**config.mk**
```make
export PLATFORM = sky130hd
export DESIGN_NAME = seqmul_arbiter
export DESIGN_NICKNAME = d
export VERILOG_FILES = /design/src/rtl/seqmul_arbiter.sv
export SDC_FILE = /design/constraint.sdc
export NUM_CORES = 1
export LEC_CHECK = 0
export ABC_CLOCK_PERIOD_IN_PS = 6800
export CORE_UTILIZATION = 35
export CTS_BUF_LIST = sky130_fd_sc_hd__clkbuf_16
export DETAILED_ROUTE_END_ITERATION = 8
export PLACE_DENSITY = 0.59
export SLEW_MARGIN = 20
export SYNTH_ARGS = -nofsm -noshare
export SYNTH_HDL_FRONTEND = slang
export SYNTH_SLANG_ARGS = --single-unit
```
**constraint.sdc**
```tcl
create_clock -name clk -period 6.8 [get_ports clk]
set_clock_uncertainty 0.2 [all_clocks]
set_input_delay 1.36 -clock clk [delete_from_list [all_inputs] [get_ports clk]]
set_output_delay 1.36 -clock clk [all_outputs]
set_load 0.02 [all_outputs]
```
**src/rtl/seqmul_arbiter.sv**
```systemverilog
// Two-requester round-robin front end around a WIDTH x WIDTH unsigned shift-add multiplier.
// Optional build macro SEQMUL_ARB_ZERO_SKIP_EN: zero operands bypass RUN and go straight to DONE.
module seqmul_arbiter #(
  parameter int WIDTH = 16
) (
  input  logic                 clk,
  input  logic                 reset,
  input  logic                 req0_valid,
  output logic                 req0_ready,
  input  logic [WIDTH-1:0]     req0_multiplicand,
  input  logic [WIDTH-1:0]     req0_multiplier,
  input  logic                 req1_valid,
  output logic                 req1_ready,
  input  logic [WIDTH-1:0]     req1_multiplicand,
  input  logic [WIDTH-1:0]     req1_multiplier,
  output logic                 rsp_valid,
  input  logic                 rsp_ready,
  output logic                 rsp_id,
  output logic [2*WIDTH-1:0]   rsp_product,
  output logic                 busy,
  output logic [1:0]           state_dbg
);

  localparam int CW = $clog2(WIDTH) + 1;

  // Handshakes: a transfer happens on a rising clk edge where valid && ready.
  // req*_ready depends only on state, both valids and last_grant (never rsp_ready);
  // rsp_valid/rsp_id/rsp_product are held stable until rsp_ready is seen.
  typedef enum logic [1:0] {
    IDLE = 2'd0,
    RUN  = 2'd1,
    DONE = 2'd2
  } state_t;

  state_t            state_q, state_d;
  logic [WIDTH-1:0]  acc_q, mq_q, mcand_q;
  logic [CW-1:0]     count_q;
  logic              rsp_id_q;
  logic              last_grant_q;

  logic              grant;
  logic              accept;
  logic [WIDTH-1:0]  sel_a, sel_b;
  logic [WIDTH:0]    sum;
  logic              zero_op;

  // Contention goes to whoever did not win last; a lone requester always wins.
  always_comb begin
    grant = req1_valid;
    if (req0_valid && req1_valid) grant = ~last_grant_q;
  end

  assign accept     = (state_q == IDLE) && (req0_valid || req1_valid);
  assign req0_ready = (state_q == IDLE) && req0_valid && !grant;
  assign req1_ready = (state_q == IDLE) && req1_valid && grant;
  assign sel_a      = grant ? req1_multiplicand : req0_multiplicand;
  assign sel_b      = grant ? req1_multiplier   : req0_multiplier;

`ifdef SEQMUL_ARB_ZERO_SKIP_EN
  assign zero_op = (sel_a == '0) || (sel_b == '0);
`else
  assign zero_op = 1'b0;
`endif

  // The add carry lands in sum[WIDTH] and is shifted straight into acc's MSB.
  assign sum = mq_q[0] ? ({1'b0, acc_q} + {1'b0, mcand_q}) : {1'b0, acc_q};

  always_ff @(posedge clk or negedge reset) begin
    if (!reset) state_q <= IDLE;
    else        state_q <= state_d;
  end

  always_comb begin
    state_d = state_q;
    case (state_q)
      IDLE: if (accept) state_d = zero_op ? DONE : RUN;
      RUN:  if (count_q == CW'(WIDTH - 1)) state_d = DONE;
      DONE: if (rsp_ready) state_d = IDLE;
      default: state_d = IDLE;
    endcase
  end

  always_ff @(posedge clk or negedge reset) begin
    if (!reset) begin
      acc_q        <= '0;
      mq_q         <= '0;
      mcand_q      <= '0;
      count_q      <= '0;
      rsp_id_q     <= 1'b0;
      last_grant_q <= 1'b1;
    end else begin
      case (state_q)
        IDLE: begin
          if (accept) begin
            mcand_q      <= sel_a;
            mq_q         <= zero_op ? '0 : sel_b;
            acc_q        <= '0;
            count_q      <= '0;
            rsp_id_q     <= grant;
            last_grant_q <= grant;
          end
        end
        RUN: begin
          acc_q   <= sum[WIDTH:1];
          mq_q    <= {sum[0], mq_q[WIDTH-1:1]};
          count_q <= count_q + CW'(1);
        end
        default: ;
      endcase
    end
  end

  assign rsp_valid   = (state_q == DONE);
  assign rsp_product = (state_q == DONE) ? {acc_q, mq_q} : '0;
  assign rsp_id      = rsp_id_q;
  assign busy        = (state_q != IDLE);
  assign state_dbg   = state_q;

endmodule

```
# Word level (Yosys, flattened, before mapping)
# Index checks and enable logic that the tools add are counted.
# classes
n_reduce_logical	14
addsub	2
eq_ne	6
mux	15
bitwise	1
# op_table
op	n
two-way mux 16 bit	4
one-hot mux 16 bit (2 select lines)	2
two-way mux 32 bit	1
adder 16 x 16 -> 17 bit	1
two-way mux 17 bit	1
one-hot mux 5 bit (2 select lines)	1
logical AND 1 bit	6
two-way mux 2 bit	3
one-hot mux 2 bit (3 select lines)	1
adder 5 x 1 -> 5 bit, second input constant	1
== test 5 x 4 -> 1 bit, second input constant	1
two-way mux 5 bit	1
inequality test 2 bit, second input constant	2
AND reduction 2 bit	2
nonzero test 2 bit	2
AND reduction 3 bit	1
== test 2 x 1 -> 1 bit, second input constant	1
== test 2 bit, second input constant	1
zero test 2 bit	1
inequality test 2 x 1 -> 1 bit, second input constant	1
zero test 1 bit	1
logical OR 1 bit	1
two-way mux 1 bit	1
inverter 1 bit	1
# totals
elab_cells	45
out_inout_bits	39
in_bits	69
regBits	57

# Longest topological paths before layout
# depth
depth_word	5
depth_mapped	10
depth_no_buf	10

# Least setup slack after synthesis
# No wires, ideal clock.
# synth_timing
kind	in2out
startpoint	input req1_valid
endpoint	output req0_ready
required_time_ns	5.240
stages	4
t_arrival_ns	2.421
path_slack_ns	2.819
n_path_buf	2
cell_sequence	a21boi_1 > clkbuf_1 > buf_2 > nor3b_1
# synth_via
elab_chain_len	4
# synth_lines
item	line	source
start: declaration	12	input logic req1_valid,
logical AND 1 bit	50	if (req0_valid && req1_valid) grant = ~last_grant_q;
two-way mux 1 bit (*)	50	
zero test 1 bit (*)	54	assign req0_ready = (state_q == IDLE) && req0_valid && !grant;
logical AND 1 bit (*)	54	
end: declaration	9	output logic req0_ready,
# Every way passes the cells marked *; elsewhere a longest branch is shown, timed or not.

# Final worst setup path
# layout_timing
startpoint	input req1_valid
endpoint	output req1_ready
# layout_via
elab_chain_len	3
elab_cells_between_ends	4
classes_between	mux (1); reduce/logical (3)
# layout_lines
item	line	source
logical AND 1 bit	50	
two-way mux 1 bit	50	
logical AND 1 bit (*)	55	assign req1_ready = (state_q == IDLE) && req1_valid && grant;
end: declaration	13	output logic req1_ready,
# Marked as above.

==> reports/results.ini <==
[run_status]
status=completed

[sta]
slew_headroom_pct=32.54
min_period_ns=4.872
rsz0062_at_grt=no
timing.final.ws_setup_ns=1.928
finalSetupViolations=0
worst_slew_pin_slew_ns=1.012
finalCritPeriodShare_pct=71.64
final.setup.tns_ns=0
final-max-slew-violation-count=0
finalHoldViolations=0
fmax_mhz=205.3

[worst_setup_path]
arrival_ns=3.31
critPathKind=input port to primary output
ff2ff_setup_slack_ns=4.15
cp_num_buf_inv=2
r2r_cells=10
cp_max_fo=11
worst_ep_required_time_ns=5.24
reg2reg_to=acc_q[11]$_DFFE_PN0P_
cp_common_cell=clkdlybuf4s50_1
slowest_delay_ns=0.64
slowest_stage=clkdlybuf4s50_1
start_kind=input port
reg2reg_from=acc_q[0]$_DFFE_PN0P_
crit_chain=clkdlybuf4s50_1 -> a21boi_4 -> nor2b_1 -> clkdlybuf4s50_1
path_delay_family=buffers and inverters
endpoint_kind=primary output

[placement]
place_congestion=0.8275
dp_hpwl_um=6258
preCtsSetupSlack_ns=1.910
port_buffers=107

[floorplanning]
die_w_um=103.3
die_y_um=103.3
io-pin-count=108
initial_core_util_pct=36.38
die_area_mm2=0.01066
core_mm2=0.009864
fp-row-count=36

[final_layout]
drive_gt1_share_pct=5.306
syn2layout_area_growth_pct=41.91
fin_util_pct=51.62
diodes=0
nets=573

[power_and_ir_drop]
p_leak_nw=2.190
switching_share_pct=38.37
power.internal_w=0.001249
max-vdd-ir-drop_mv=0.1530
seqPwrFrac_pct=31.9
power_density_mw_per_mm2=398.1
combPwrFrac_pct=44.9
p_switching_w=0.0007779
power.share.clock_pct=23.2

[drt]
num_vias=3168
wl_per_cell_um=14.31
top_layer=met4
wl_met1_um=4140
wl_met2_um=3993
first_pass_iters=4
wirelength_um=8913
routed_via_density=5.085
wl_met3_um=653
ant_nets=0
remaining_drc_errors=0
drt-initial-drc-count=91

[grt]
grt_use_total_pct=17.73
antenna_found_initial=0
grt_pass1_vias=3045
grt_pass1_wl_um=14380
overflow=0
grt_max_degree=58

[clock_tree]
cts_resized=0
cts_hold_buf=0
clockBufferDepth=2
cts_tree=built
cts.sinks=57
clkSlewWorstSetupHoldPaths_ns=0.06
htree_levels=3
insertion_delay_ns=0.32
cts_setup_buffers=0
root_buffer=clkbuf_16
cts_buffers=9

[worst_hold_path]
hold_end=rsp_id$_DFFE_PN0P_
hold_depth=1
min_from=rsp_id$_DFFE_PN0P_
hold_path_class=flop to flop

[flow_run]
drv_cap=0

[synth]
syn_avg_cell_area_um2=9.249
syn_nets=476
synth_warnings=0
syn_area_mm2=0.003588
ys_types=42
async_flop_share_pct=100.0
ys_seq_area_share_pct=39.78
synth_seq_cells=57
synth_edf_count=0
synth_cells=388
synth_ff_type=dfrtp_1

## cells in the mapped netlist (3+ instances only)
library cell	number	area, um^2
a21o_1	6	45.04
and3_1	3	18.77
xor2_1	4	35.03
dfrtp_1	56	1401
o21ai_0	17	85.08
nand3_1	12	60.06
and2_1	31	193.9
o21ai_1	42	210.2
nand2_1	35	131.4
nor3b_1	5	37.54
a21oi_1	14	70.07
inv_1	7	26.28
a22oi_1	17	127.6
ha_1	18	225.2
clkbuf_1	21	78.83
nor2_1	11	41.29
a31oi_1	4	25.02
buf_2	4	20.02
xnor2_1	7	61.31
mux2i_1	43	430.4
nor2b_1	5	31.28
## cell type report
cell class	count	area, um^2
clock buffer	9	225.2
clock inverter	7	85.08
fill	914	4772
inverter	7	26.28
multi-input combinational	299	2066
sequential	57	1428
tap	133	166.4
timing repair buffer	111	1096
## power groups by stage
stage	combinational, W	clock (W)	sequential, W
after CTS	0.000922	0.000478	0.000648
after global routing	0.00103	0.000496	0.000674
after floorplan	0.000727	0	0.000593
after global placement	0.000890	0	0.000645
final	0.000910	0.000470	0.000646
after detailed placement	0.000918	0	0.000650
## layer usage
layer | vias up | GRT usage (%)
li1 | 1591 | -
met4 | 0 | 6.176
met2 | 94 | 28.15
met1 | 1469 | 22.97
met5 | - | 0
met3 | 14 | 5.444
## cell usage in the layout, fill, tap and decap left out, types with 2 or more instances in the layout
cell	Yosys	layout
ha_1	18	18
mux2i_1	43	43
a21oi_1	14	14
or2_1	2	2
clkinv_2	0	2
a31oi_1	4	4
buf_4	0	4
o21ai_0	17	17
clkinv_1	0	2
and3_1	3	3
nor2_1	11	11
dfrtp_1	56	56
clkdlybuf4s50_1	0	106
nand3_1	12	12
o21a_1	2	2
clkbuf_16	0	9
nor3_1	2	2
a21o_1	6	6
o211ai_1	2	2
nand2_1	35	35
and2_1	31	31
o21ai_1	42	42
bufinv_16	0	2
nor2b_1	5	4
xor2_1	4	4
nor3b_1	5	5
a22oi_1	17	17
o31a_1	2	2
xnor2_1	7	7
inv_1	7	7
## how the worst max path moves through the flow
stage / startpoint / end / slack [ns] / cells past startpoint
after global placement: req1_valid / req1_ready / 1.95 / 4
final: req1_valid / req1_ready / 1.93 / 4
after CTS: req1_valid / req1_ready / 1.91 / 4
after global routing: req1_valid / req1_ready / 1.80 / 4
after detailed placement: req1_valid / req1_ready / 1.91 / 4
after floorplan: req1_valid / req0_ready / 2.82 / 4
## sequential cells by signal, summed over array words and instances (netlist names)
register	flops
last_grant_q	1
acc_q	16
count_q	5
mq_q	16
state_dbg	2
mcand_q	16
rsp_id	1
## logic make-up after synthesis
family / synth area share, %
XOR/XNOR: 2.685
adder cells (fa/ha/maj): 6.834
AND/OR/NAND/NOR: 15.55
flip-flops: 39.78
AO/OA/AOI/OAI: 19.67
multiplexers: 11.99
buffers and inverters: 3.487
## through the flow
step	cell area [um^2]	instances	total power (W)	hold WS, ns
2_1_floorplan	3588	388	0.001319	0.2494
3_3_place_gp	4777	607	0.001535	0.2618
3_5_place_dp	4777	607	0.001568	0.2712
4_1_cts	5087	623	0.002048	0.2829
5_1_grt	5092	623	0.002204	0.2950
6_report	5092	623	0.002027	0.2791
(Power assumes the default switching activity.)
